==> src/rtl/cdc_pkg.sv <==
// Shared definitions for the four-phase handshake CDC transmitter:
// FSM state encoding and default parameter values.
package cdc_pkg;

  localparam int unsigned CDC_BUS_WIDTH_DEF  = 8;
  localparam int unsigned CDC_NUM_STAGES_DEF = 2;

  localparam int unsigned CDC_ST_W = 2;
  typedef logic [CDC_ST_W-1:0] cdc_state_t;

  localparam logic [1:0] ST_IDLE        = 2'd0;
  localparam logic [1:0] ST_REQ_HI      = 2'd1;
  localparam logic [1:0] ST_ACK_WAIT_LO = 2'd2;

endpackage : cdc_pkg

==> src/rtl/cdc_ack_sync.sv <==
// Multi-flop synchronizer bringing the destination-domain ack into clk.
// NUM_STAGES must be at least 2.
module cdc_ack_sync #(
  parameter int unsigned NUM_STAGES = 2
) (
  input  logic clk,
  input  logic rst,
  input  logic ack_i,
  output logic ack_s_o
);

  logic [NUM_STAGES-1:0] sync_q;
  logic [NUM_STAGES-1:0] sync_d;

  assign sync_d = {sync_q[NUM_STAGES-2:0], ack_i};

  always_ff @(posedge clk or negedge rst) begin
    if (!rst) begin
      sync_q <= '0;
    end else begin
      sync_q <= sync_d;
    end
  end

  assign ack_s_o = sync_q[NUM_STAGES-1];

endmodule : cdc_ack_sync

==> src/rtl/cdc_hs_tx.sv <==
// Source side of a four-phase req/ack word transfer across clock domains.
// Optional registered even parity on tx_parity when CDC_TX_PARITY_EN is defined.
module cdc_hs_tx
  import cdc_pkg::*;
#(
  parameter int unsigned BUS_WIDTH  = CDC_BUS_WIDTH_DEF,
  parameter int unsigned NUM_STAGES = CDC_NUM_STAGES_DEF
) (
  input  logic                 clk,
  input  logic                 rst,
  input  logic [BUS_WIDTH-1:0] in_data,
  input  logic                 in_valid,
  output logic                 in_ready,
  output logic [BUS_WIDTH-1:0] tx_data,
  output logic                 tx_req,
  input  logic                 tx_ack,
  output logic                 busy,
  output logic                 done
`ifdef CDC_TX_PARITY_EN
  ,
  output logic                 tx_parity
`endif
);

  logic                 ack_s;
  logic                 accept;
  cdc_state_t           state_q,   state_d;
  logic                 tx_req_q,  tx_req_d;
  logic [BUS_WIDTH-1:0] tx_data_q, tx_data_d;
  logic                 done_q,    done_d;
  logic                 busy_q,    busy_d;

  cdc_ack_sync #(
    .NUM_STAGES(NUM_STAGES)
  ) u_ack_sync (
    .clk    (clk),
    .rst    (rst),
    .ack_i  (tx_ack),
    .ack_s_o(ack_s)
  );

  // A late ack still high in IDLE holds off the next transfer.
  assign in_ready = (state_q == cdc_state_t'(ST_IDLE)) && !ack_s;
  assign accept   = in_valid && in_ready;

  always_comb begin
    state_d   = state_q;
    tx_req_d  = tx_req_q;
    tx_data_d = tx_data_q;
    done_d    = 1'b0;
    case (state_q)
      cdc_state_t'(ST_IDLE): begin
        if (accept) begin
          tx_data_d = in_data;
          tx_req_d  = 1'b1;
          state_d   = cdc_state_t'(ST_REQ_HI);
        end
      end
      cdc_state_t'(ST_REQ_HI): begin
        if (ack_s) begin
          tx_req_d = 1'b0;
          state_d  = cdc_state_t'(ST_ACK_WAIT_LO);
        end
      end
      cdc_state_t'(ST_ACK_WAIT_LO): begin
        if (!ack_s) begin
          done_d  = 1'b1;
          state_d = cdc_state_t'(ST_IDLE);
        end
      end
      default: begin
        tx_req_d = 1'b0;
        state_d  = cdc_state_t'(ST_IDLE);
      end
    endcase
    busy_d = (state_d != cdc_state_t'(ST_IDLE));
  end

  always_ff @(posedge clk or negedge rst) begin
    if (!rst) begin
      state_q   <= cdc_state_t'(ST_IDLE);
      tx_req_q  <= 1'b0;
      tx_data_q <= '0;
      done_q    <= 1'b0;
      busy_q    <= 1'b0;
    end else begin
      state_q   <= state_d;
      tx_req_q  <= tx_req_d;
      tx_data_q <= tx_data_d;
      done_q    <= done_d;
      busy_q    <= busy_d;
    end
  end

  assign tx_data = tx_data_q;
  assign tx_req  = tx_req_q;
  assign done    = done_q;
  assign busy    = busy_q;

`ifdef CDC_TX_PARITY_EN
  logic parity_q, parity_d;

  // Parity is captured alongside tx_data and held with it.
  assign parity_d = accept ? (^in_data) : parity_q;

  always_ff @(posedge clk or negedge rst) begin
    if (!rst) begin
      parity_q <= 1'b0;
    end else begin
      parity_q <= parity_d;
    end
  end

  assign tx_parity = parity_q;
`endif

endmodule : cdc_hs_tx

==> config.mk <==
export PLATFORM = sky130hd
export DESIGN_NAME = cdc_hs_tx
export DESIGN_NICKNAME = d
export VERILOG_FILES = /design/src/rtl/cdc_pkg.sv /design/src/rtl/cdc_ack_sync.sv /design/src/rtl/cdc_hs_tx.sv
export SDC_FILE = /design/constraint.sdc
export NUM_CORES = 1
export LEC_CHECK = 0
export ABC_AREA = 1
export BUFFER_PORTS_ARGS = -buffer_cell sky130_fd_sc_hd__clkbuf_2
export CAP_MARGIN = 5
export CORE_AREA = 2 2 42 44
export CTS_CLUSTER_SIZE = 24
export DETAILED_ROUTE_END_ITERATION = 7
export DIE_AREA = 0 0 44 46
export PLACE_DENSITY = 0.74
export SYNTH_ARGS = -nofsm -noshare
export SYNTH_HDL_FRONTEND = slang
export SYNTH_SLANG_ARGS = --single-unit
==> constraint.sdc <==
create_clock -name clk -period 0.9 [get_ports clk]
set_input_delay 0.225 -clock clk [delete_from_list [all_inputs] [get_ports clk]]
set_output_delay 0.225 -clock clk [all_outputs]
set_load 0.05 [all_outputs]
==> results of run 1 <==
## state kept, by name, summed over array words and instances, names as in the netlist
| name | count |
|---|---|
| busy | 1 |
| done | 1 |
| state_q | 2 |
| tx_data | 8 |
| tx_req | 1 |
| u_ack_sync.sync_q | 2 |
## stage by stage
step,hold WS (ps),setup WS (ps),total power (W)
finish,53.2,-401,0.00242
global route,43.0,-437,0.00253
CTS,45.0,-414,0.00228
detailed placement,153,-187,0.00160
global placement,145,-171,0.00159
floorplan,-70.6,-245,0.00140
## cells in the mapped netlist (3+ instances only)
library cell / number
nand2_1: 19
inv_1: 3
dfrtp_1: 15
nand4_1: 8
nor2_1: 4
## per-layer routing
| metal | global-route usage (%) | part of all wire, % | wire length [um] |
|---|---|---|---|
| met1 | 20.8 | 39 | 649 |
| met5 | 0 | 0 | 0 |
| met3 | 3.97 | 4.6 | 76 |
| met2 | 30.3 | 57 | 943 |
| met4 | 7.27 | 0 | 0 |
## area by class of cell
| class | count | area (um^2) | share of cell area [%] |
|---|---|---|---|
| flip-flops and latches | 15 | 379 | 35.2 |
| clock inverters | 1 | 5.00 | 0.465 |
| repair buffers | 43 | 403 | 37.4 |
| well taps | 17 | 21.3 | 1.97 |
| inverters | 4 | 17.5 | 1.63 |
| multi-input cells | 38 | 229 | 21.3 |
| clock buffers | 3 | 22.5 | 2.09 |
## final timing paths
| kind | startpoint | to | cells after the start |
|---|---|---|---|
| max | state_q[0] | in_ready | 2 |
| min | tx_ack | u_ack_sync.sync_q[0] | 1 |
| max reg2reg | state_q[0] | tx_data[5] | 5 |
| min reg2reg | u_ack_sync.sync_q[0] | u_ack_sync.sync_q[1] | 0 |
| max in group asynchronous | rst | state_q[0] | 2 |
| min in group asynchronous | rst | done | 2 |
## report_power, final
group          switching [W]  internal, W
logic               0.000629     0.000523
registers           0.000101     0.000788
clock network       0.000212     0.000165
## what timing repair did
item,in CTS,in global routing
gates cloned,1,0
endpoints found under the hold margin,15,0
setup endpoints to repair,24,25
pin swaps,4,3
hold buffers,1,0
resized for setup,32,13
buffers inserted,8,3
## cells by family after synthesis
| group | after synthesis | share of synthesized area (%) |
|---|---|---|
| buffers and inverters | 6 | 6.04 |
| and+or+nand+nor | 34 | 28.3 |
| DFF | 15 | 62.5 |
| AOI/OAI and AO/OA | 3 | 3.12 |
==> run metrics, run 1 <==
CP arrival=1080 ps; Post-DRT Antenna Nets=0; All-Layer GR Usage=17.4%; period utilization=145%; Least-Margin Pin Slew=365 ps; area share of the largest cell type after synthesis=62.5%; clk_lat worst skew=280 ps; final non-filler cell total=121; fraction of registers with async set/reset=100%; pwr dens=2240 nW/um^2; syn avg cell area=10.4 um^2; Peak VDD IR=1100 uV; maximum fanout along the worst path=2; total number of vias=599; Slew HR=75.7%; Design Area, Final=1080 um^2; clock sink count=15; H-tree depth=1; Post-synth top flop=dfrtp_1; Core Util, Final=66.7%; routed length per instance=13.8 um; P_leak=0.557 nW; Final Hold Viols=0; CP Launch Type=flip-flop; I/O Buffers=23; clock skew=11.0 ps; first-pass GRT wire length=2440 um; failing checks=setup timing; initial core utilization=37.2%; final setup violation count=25; Post-Synthesis Cell Area=601 um^2; Clock Path Buffers=2; commonest non-fill, non-tap cell in the layout=nand2_1; synth top area cells=dfrtp_1 (63%), nand2_1 (12%), nand4_1 (8.3%), nand3_4 (2.9%), nor2_1 (2.5%); cell count after synthesis=58; Critical Path End Type=output pin; Post-synth EDFFs=0; vias in the first global route=550; worst path cell trace=nor3_4, buf_8; Layout fillers=115; cts bufs inserted=3; status=finished with violations; CP bufs+invs=1; core area=1610 um^2; final setup slack of the worst path=-401 ps; DRC violations left=0; Yosys reg bits=15; post-detail-place hpwl=866 um; min Tclk post-route=1300 ps; area grow syn2layout=79.4%; sequential cell area fraction in the yosys report=62.5%; Yosys top cell by area=dfrtp_1; Max Clk Rate=768 MHz; crit path max-delay cell type=dfrtp_2; WP data required=670 ps; IO Pins=24; Nets=117; ratio of cells with drive above 1 in the final layout=54.8%; ant diodes=0; max incr delay on CP=430 ps; delay-heaviest family, CP=flip-flops; Yosys warning total=0; CP Class=reg -> out; TNS Setup=-5220 ps; CTS Root Cell=clkbuf_4; reg2reg setup slack=-290 ps; initial antenna violation count=0; Post-Syn Nets=70; commonest cells after routing, fill and taps aside=nand2_1 (19), buf_4 (15), dfrtp_1 (12), buf_8 (12), clkbuf_2 (11); max-cap violations=0; Die ar.=2020 um^2; row cnt=15; largest net degree at the start of global routing=16; RSZ-0062 raised after global routing=yes; GRT overflow=0; Post-DP Area=793 um^2; Hold Path Class=in -> reg; wirelength, routed=1670 um; routability congestion estimate=0.723; Worst-path clk slew=80 ps; CTS tree=done; DR vias/cell=4.95; DR pass1 iterations=4; Unique masters post-synth=14; Placed Instances=104; Chip Height=46 um; Slew Viols, Final=0; DRT iter0 DRCs=9; Die Width=44 um
Note: power is estimated with default switching activity, not from simulation.
==> inputs of run 2 (changes only) <==
--- a/config.mk
+++ b/config.mk
@@ -8,11 +8,12 @@
 export ABC_AREA = 1
 export BUFFER_PORTS_ARGS = -buffer_cell sky130_fd_sc_hd__clkbuf_2
 export CAP_MARGIN = 5
-export CORE_AREA = 2 2 42 44
+export CORE_AREA = 2 2 40 42
+export CTS_BUF_LIST = sky130_fd_sc_hd__clkbuf_16
 export CTS_CLUSTER_SIZE = 24
 export DETAILED_ROUTE_END_ITERATION = 7
-export DIE_AREA = 0 0 44 46
-export PLACE_DENSITY = 0.74
+export DIE_AREA = 0 0 42 44
+export PLACE_DENSITY = 0.78
 export SYNTH_ARGS = -nofsm -noshare
 export SYNTH_HDL_FRONTEND = slang
 export SYNTH_SLANG_ARGS = --single-unit
==> constraint.sdc (replaced) <==
create_clock -name clk -period 1.2 [get_ports clk]
set_input_delay 0.3 -clock clk [delete_from_list [all_inputs] [get_ports clk]]
set_output_delay 0.3 -clock clk [all_outputs]
set_load 0.05 [all_outputs]
==> run 2 against run 1 <==
The run still ends with setup timing left. Routed wire length fell by 15%. Register-to-register slack improved by 150 ps. Worst hold slack improved by 110 ps. Sequential power fell by 27%. Design area fell by 12%. Via count fell by 7.3%. Critical path depth rose by 4. Largest power group is now sequential cells.
==> run metrics, run 2 (same netlist as run 1, synthesis figures left out) <==
status=finished with violations (unchanged); failing checks=setup timing (unchanged); final setup slack of the worst path=-139 ps (was -401 ps); DR vias/cell=5.19 (was 4.95); Post-DP Area=759 um^2 (was 793 um^2); Clock Path Buffers=2 (unchanged); Hold Path Class=in -> reg (unchanged); largest net degree at the start of global routing=16 (unchanged); area grow syn2layout=57.1% (was 79.4%); cts bufs inserted=3 (unchanged); Core Util, Final=66.5% (was 66.7%); Die ar.=1850 um^2 (was 2020 um^2); initial antenna violation count=0 (unchanged); Min Hold Slack=168 ps (was 53.2 ps); CP bufs+invs=2 (was 1); Slew HR=75.6% (was 75.7%); DRC violations left=0 (unchanged); Die Width=42 um (was 44 um); Slew Viols, Final=0 (unchanged); clock sink count=15 (unchanged); maximum fanout along the worst path=5 (was 2); GRT overflow=0 (unchanged); routed length per instance=13.2 um (was 13.8 um); Max Clk Rate=747 MHz; crit path max-delay cell type=dfrtp_2 (unchanged); min Tclk post-route=1340 ps; core area=1420 um^2 (was 1610 um^2); max FFs per register=8 (unchanged); DRT iter0 DRCs=4 (was 9); max-cap violations=0 (unchanged); delay-heaviest family, CP=simple AND/OR/NAND/NOR gates (was flip-flops); clock skew=6.11 ps (was 11.0 ps); IO Pins=24 (unchanged); final setup violation count=12 (was 25); worst path cell trace=buf_4, buf_6, nor2_4, nand3_4, nand2_2, nand2_1 (was nor3_4, buf_8); Chip Height=44 um (was 46 um); CTS tree=done (unchanged); CP arrival=1470 ps (was 1080 ps); max incr delay on CP=410 ps (was 430 ps); Least-Margin Pin Slew=366 ps (was 365 ps); DR pass1 iterations=4 (unchanged); row cnt=14 (was 15); routability congestion estimate=0.730 (was 0.723); commonest cells after routing, fill and taps aside=clkbuf_2 (15), dfrtp_1 (13), nand2_1 (11) (was nand2_1 (19), buf_4 (15), dfrtp_1 (12), buf_8 (12), clkbuf_2 (11)); power consumption=0.00191 W (was 0.00242 W); total number of vias=555 (was 599); clk_lat worst skew=240 ps (was 280 ps); All-Layer GR Usage=15.0% (was 17.4%); ant diodes=0 (unchanged); Critical Path End Type=flip-flop (was output pin); initial core utilization=42.3% (was 37.2%); Post-DRT Antenna Nets=0 (unchanged); H-tree depth=1 (unchanged); Final Hold Viols=0 (unchanged); WP data required=1330 ps (was 670 ps); Layout fillers=117 (was 115); Nets=104 (was 117); post-detail-place hpwl=857 um (was 866 um); Design Area, Final=943 um^2 (was 1080 um^2); CTS Root Cell=clkbuf_16 (was clkbuf_4); Worst-path clk slew=50 ps (was 80 ps); commonest non-fill, non-tap cell in the layout=clkbuf_2 (was nand2_1); wirelength, routed=1420 um (was 1670 um); vias in the first global route=446 (was 550); ratio of cells with drive above 1 in the final layout=53.8% (was 54.8%); P_leak=0.489 nW (was 0.557 nW); Peak VDD IR=1170 uV (was 1100 uV); pwr dens=2030 nW/um^2 (was 2240 nW/um^2); I/O Buffers=23 (unchanged); RSZ-0062 raised after global routing=yes (unchanged); area of the multi-input gates=241 um^2 (was 229 um^2); CP Launch Type=flip-flop (unchanged); period utilization=112%; register area=378 um^2 (was 379 um^2); first-pass GRT wire length=1940 um (was 2440 um); CP Class=reg -> reg (was reg -> out)
==> run 2: cell types whose count changed in the layout (fill, tap and decap cells not counted), moves of 3 or more <==
| cell | delta |
|---|---|
| clkbuf_16 | +3 |
| buf_4 | -13 |
| buf_8 | -12 |
| nand2_2 | +8 |
| nand2_1 | -8 |
| clkbuf_2 | +4 |
| buf_2 | +4 |
==> run 2: cell type report <==
| cell class | instances | area share, % |
|---|---|---|
| flip-flops and latches | 15 | 40.1 |
| multi-input cells | 38 | 25.6 |
| repair buffers | 30 | 22.0 |
| clock buffers | 3 | 7.96 |
| well taps | 16 | 2.12 |
| inverters | 4 | 1.86 |
| clock inverters | 1 | 0.398 |
==> run 2: worst paths after layout <==
| path | cells after the start | slack, ps | startpoint | endpoint |
|---|---|---|---|---|
| hold reg to reg | 0 | 350 | u_ack_sync.sync_q[0] | u_ack_sync.sync_q[1] |
| hold / removal | 1 | 170 | tx_ack | u_ack_sync.sync_q[0] |
| min in group asynchronous | 2 | 500 | rst | tx_data[2] |
| setup / recovery | 6 | -140 | state_q[1] | tx_data[7] |
| max in group asynchronous | 2 | 410 | rst | state_q[0] |
| setup reg to reg | 6 | -140 | state_q[1] | tx_data[7] |
==> run 2: routing by layer <==
metal | vias up | share of wire, % | GRT usage, %
li1 | 261 | - | -
met1 | 274 | 40 | 16.5
met2 | 18 | 54 | 25.0
met3 | 2 | 5.3 | 3.75
met4 | 0 | 0.85 | 11.6
met5 | - | 0 | 0
==> run 2: worst reg2reg max path: stages, from the launching register on <==
cell and delay [ps]:
dfrtp_2 410, buf_4 140, buf_6 120, nor2_4 240
nand3_4 170, nand2_2 100, nand2_1 50
==> run 2: power by group <==
group / leakage (nW) / internal [W] / switching [W]
Combinational: 0.263 / 0.000188 / 0.000439
Clock: 0.0423 / 0.000440 / 0.000192
Sequential: 0.184 / 0.000592 / 0.0000604
==> run 2: metrics by stage <==
step                TNS (ps)  cells  setup WS [ps]
finish                 -1240    107           -139
global route           -1850    107           -191
CTS                     -134    103           -134
detailed placement         0     97           70.0
global placement           0     97           84.8
floorplan              -20.2     58          -20.2
==> run 2: repair_timing <==
item	CTS	global route
endpoints found under the setup margin	1	12
gates cloned	0	1
pin swaps	0	5
buffers inserted	1	3
resized for setup	1	24
hold buffers	1	0
hold endpoints to repair	15	0
==> inputs of run 3 (changes only) <==
--- a/config.mk
+++ b/config.mk
@@ -14,6 +14,7 @@
 export DETAILED_ROUTE_END_ITERATION = 7
 export DIE_AREA = 0 0 42 44
 export PLACE_DENSITY = 0.78
+export SETUP_SLACK_MARGIN = 0.05
 export SYNTH_ARGS = -nofsm -noshare
 export SYNTH_HDL_FRONTEND = slang
 export SYNTH_SLANG_ARGS = --single-unit
==> run 3 against run 2 <==
The flow still finishes with violations (setup timing). Clock skew fell by 1.7 ps. Global-route usage is 0.71 points higher. Via count is 1.6% lower. Sequential power about the same. Combinational power rose by 7.2%. First-iteration DRC count is 50% higher. Count of clock-buffer cells in the layout unchanged. Setup slack got worse by 1.2 ps. Non-clock buffer count is 1 higher. Die area unchanged. Cell count increased by 0.93%. Critical path type is now reg -> out. Largest cell class unchanged. Highest routed layer unchanged.
==> run metrics, run 3 (same netlist as run 1, synthesis figures left out) <==
status=finished with violations (unchanged); failing checks=setup timing (unchanged); IO Pins=24 (unchanged); Nets=105 (was 104); hold wc startpoint=tx_ack (unchanged); H-tree depth=1 (unchanged); initial core utilization=42.3% (unchanged); initial antenna violation count=0 (unchanged); crit path max-delay cell type=dfrtp_2 (unchanged); Slew HR=75.0% (was 75.6%); post-detail-place hpwl=857 um (unchanged); Final Hold Viols=0 (unchanged); CTS Root Cell=clkbuf_16 (unchanged); Max Clk Rate=746 MHz (was 747 MHz); wirelength, routed=1450 um (was 1420 um); final setup violation count=6 (was 12); largest net degree at the start of global routing=16 (unchanged); max incr delay on CP=420 ps (was 410 ps); max FFs per register=8 (unchanged); reg2reg setup slack=-40 ps (was -140 ps); DRT iter0 DRCs=6 (was 4); hold path cells=1 (unchanged); area grow syn2layout=60.8% (was 57.1%); GRT overflow=0 (unchanged); vias in the first global route=466 (was 446); clock skew=4.38 ps (was 6.11 ps); pwr dens=2030 nW/um^2 (about the same); total number of vias=546 (was 555); Worst Hold End=u_ack_sync.sync_q[0] (unchanged); ratio of cells with drive above 1 in the final layout=53.3% (was 53.8%); CP Launch Type=flip-flop (unchanged); Clock Path Buffers=2 (unchanged); maximum fanout along the worst path=3 (was 5); clk_lat worst skew=240 ps (about the same); DRC violations left=0 (unchanged); clock sink count=15 (unchanged); Slew Viols, Final=0 (unchanged); min Tclk post-route=1340 ps (about the same); Worst-path clk slew=40 ps (was 50 ps); Least-Margin Pin Slew=374 ps (was 366 ps); CTS tree=done (unchanged); RSZ-0062 raised after global routing=yes (unchanged); row cnt=14 (unchanged); RR Endpoint=tx_data[7] (unchanged); CP arrival=1040 ps (was 1470 ps); Reg-to-Reg Start=state_q[0] (was state_q[1]); DR pass1 iterations=2 (was 4); P_leak=0.498 nW (was 0.489 nW); worst path cell trace=nor3_4, buf_12 (was buf_4, buf_6, nor2_4, nand3_4, nand2_2, nand2_1); period utilization=112% (about the same); DR vias/cell=5.06 (was 5.19); ant diodes=0 (unchanged); I/O Buffers=23 (unchanged); TNS Setup=-220 ps (was -1240 ps); power consumption=0.00196 W (was 0.00191 W); commonest cells after routing, fill and taps aside=dfrtp_1 (13), clkbuf_2 (12), nand2_1 (11) (was clkbuf_2 (15), dfrtp_1 (13), nand2_1 (11)); Hold Path Class=in -> reg (unchanged); WP data required=900 ps (was 1330 ps); cts bufs inserted=3 (unchanged); core area=1420 um^2 (unchanged); All-Layer GR Usage=15.7% (was 15.0%); CP Class=reg -> out (was reg -> reg); Chip Height=44 um (unchanged); Die ar.=1850 um^2 (unchanged); Peak VDD IR=1160 uV (was 1170 uV); routed length per instance=13.4 um (was 13.2 um); final setup slack of the worst path=-140 ps (was -139 ps); Post-DRT Antenna Nets=0 (unchanged); routability congestion estimate=0.730 (unchanged); first-pass GRT wire length=2050 um (was 1940 um); R2R depth=5 (was 6); commonest non-fill, non-tap cell in the layout=dfrtp_1 (was clkbuf_2); max-cap violations=0 (unchanged); Critical Path End Type=output pin (was flip-flop); Die Width=42 um (unchanged)
[run 3: final cells by class]
cell class / instances / area (um^2)
fillers: 111 / 453
multi-input cells: 38 / 238
clock buffers: 3 / 75.1
well taps: 16 / 20.0
repair buffers: 31 / 234
inverters: 4 / 17.5
clock inverters: 1 / 3.75
flip-flops and latches: 15 / 378
[run 3: worst max-delay path by stage]
stage                     slack (ps)       end       start
final                           -140  in_ready  state_q[0]
after global placement            80  in_ready  state_q[1]
after floorplan                  -20  in_ready  state_q[1]
after CTS                       -130  in_ready  state_q[1]
after detailed placement          70  in_ready  state_q[1]
after global routing            -180  in_ready  state_q[0]
[run 3: per-stage QoR]
step                area [um^2]  hold slack (ps)  worst slack (ps)  util, %  cells
floorplan                   613             4.41             -20.2        -     58
global placement            759              228              84.8     53.5     97
detailed placement          759              229              70.0     53.5     97
CTS                         880              163              -134     62.0    103
global route                966              158              -182     68.1    108
finish                      966              166              -140     68.1    108
[run 3: worst max-delay path: cells and delay by family (launching register included)]
family	cells	cell delay [ps]
flip-flops	1	420
AND/OR/NAND/NOR	1	220
buffers and inverters	1	160
[run 3: where the power goes]
group	total, W	switching, W	internal, W
sequential	0.000654	0.0000623	0.000592
clock	0.000634	0.000193	0.000441
combinational	0.000673	0.000442	0.000230
total	0.00196	0.000698	0.00126
[run 3: metal layers]
| metal | GRT usage (%) | share of wire [%] | wire [um] | up-vias |
|---|---|---|---|---|
| li1 | - | - | - | 259 |
| met1 | 17.3 | 38 | 557 | 272 |
| met2 | 26.6 | 56 | 816 | 13 |
| met3 | 3.75 | 4.3 | 62 | 2 |
| met4 | 11.6 | 0.83 | 12 | 0 |
| met5 | 0 | 0 | 0 | - |
[run 3: repair_timing]
action / in CTS / in global routing
pin swaps: 4 / 9
endpoints found under the setup margin: 10 / 19
setup buffers: 1 / 4
hold endpoints to repair: 15 / 0
cloned: 0 / 1
hold buffers: 1 / 0
resized for setup: 10 / 23
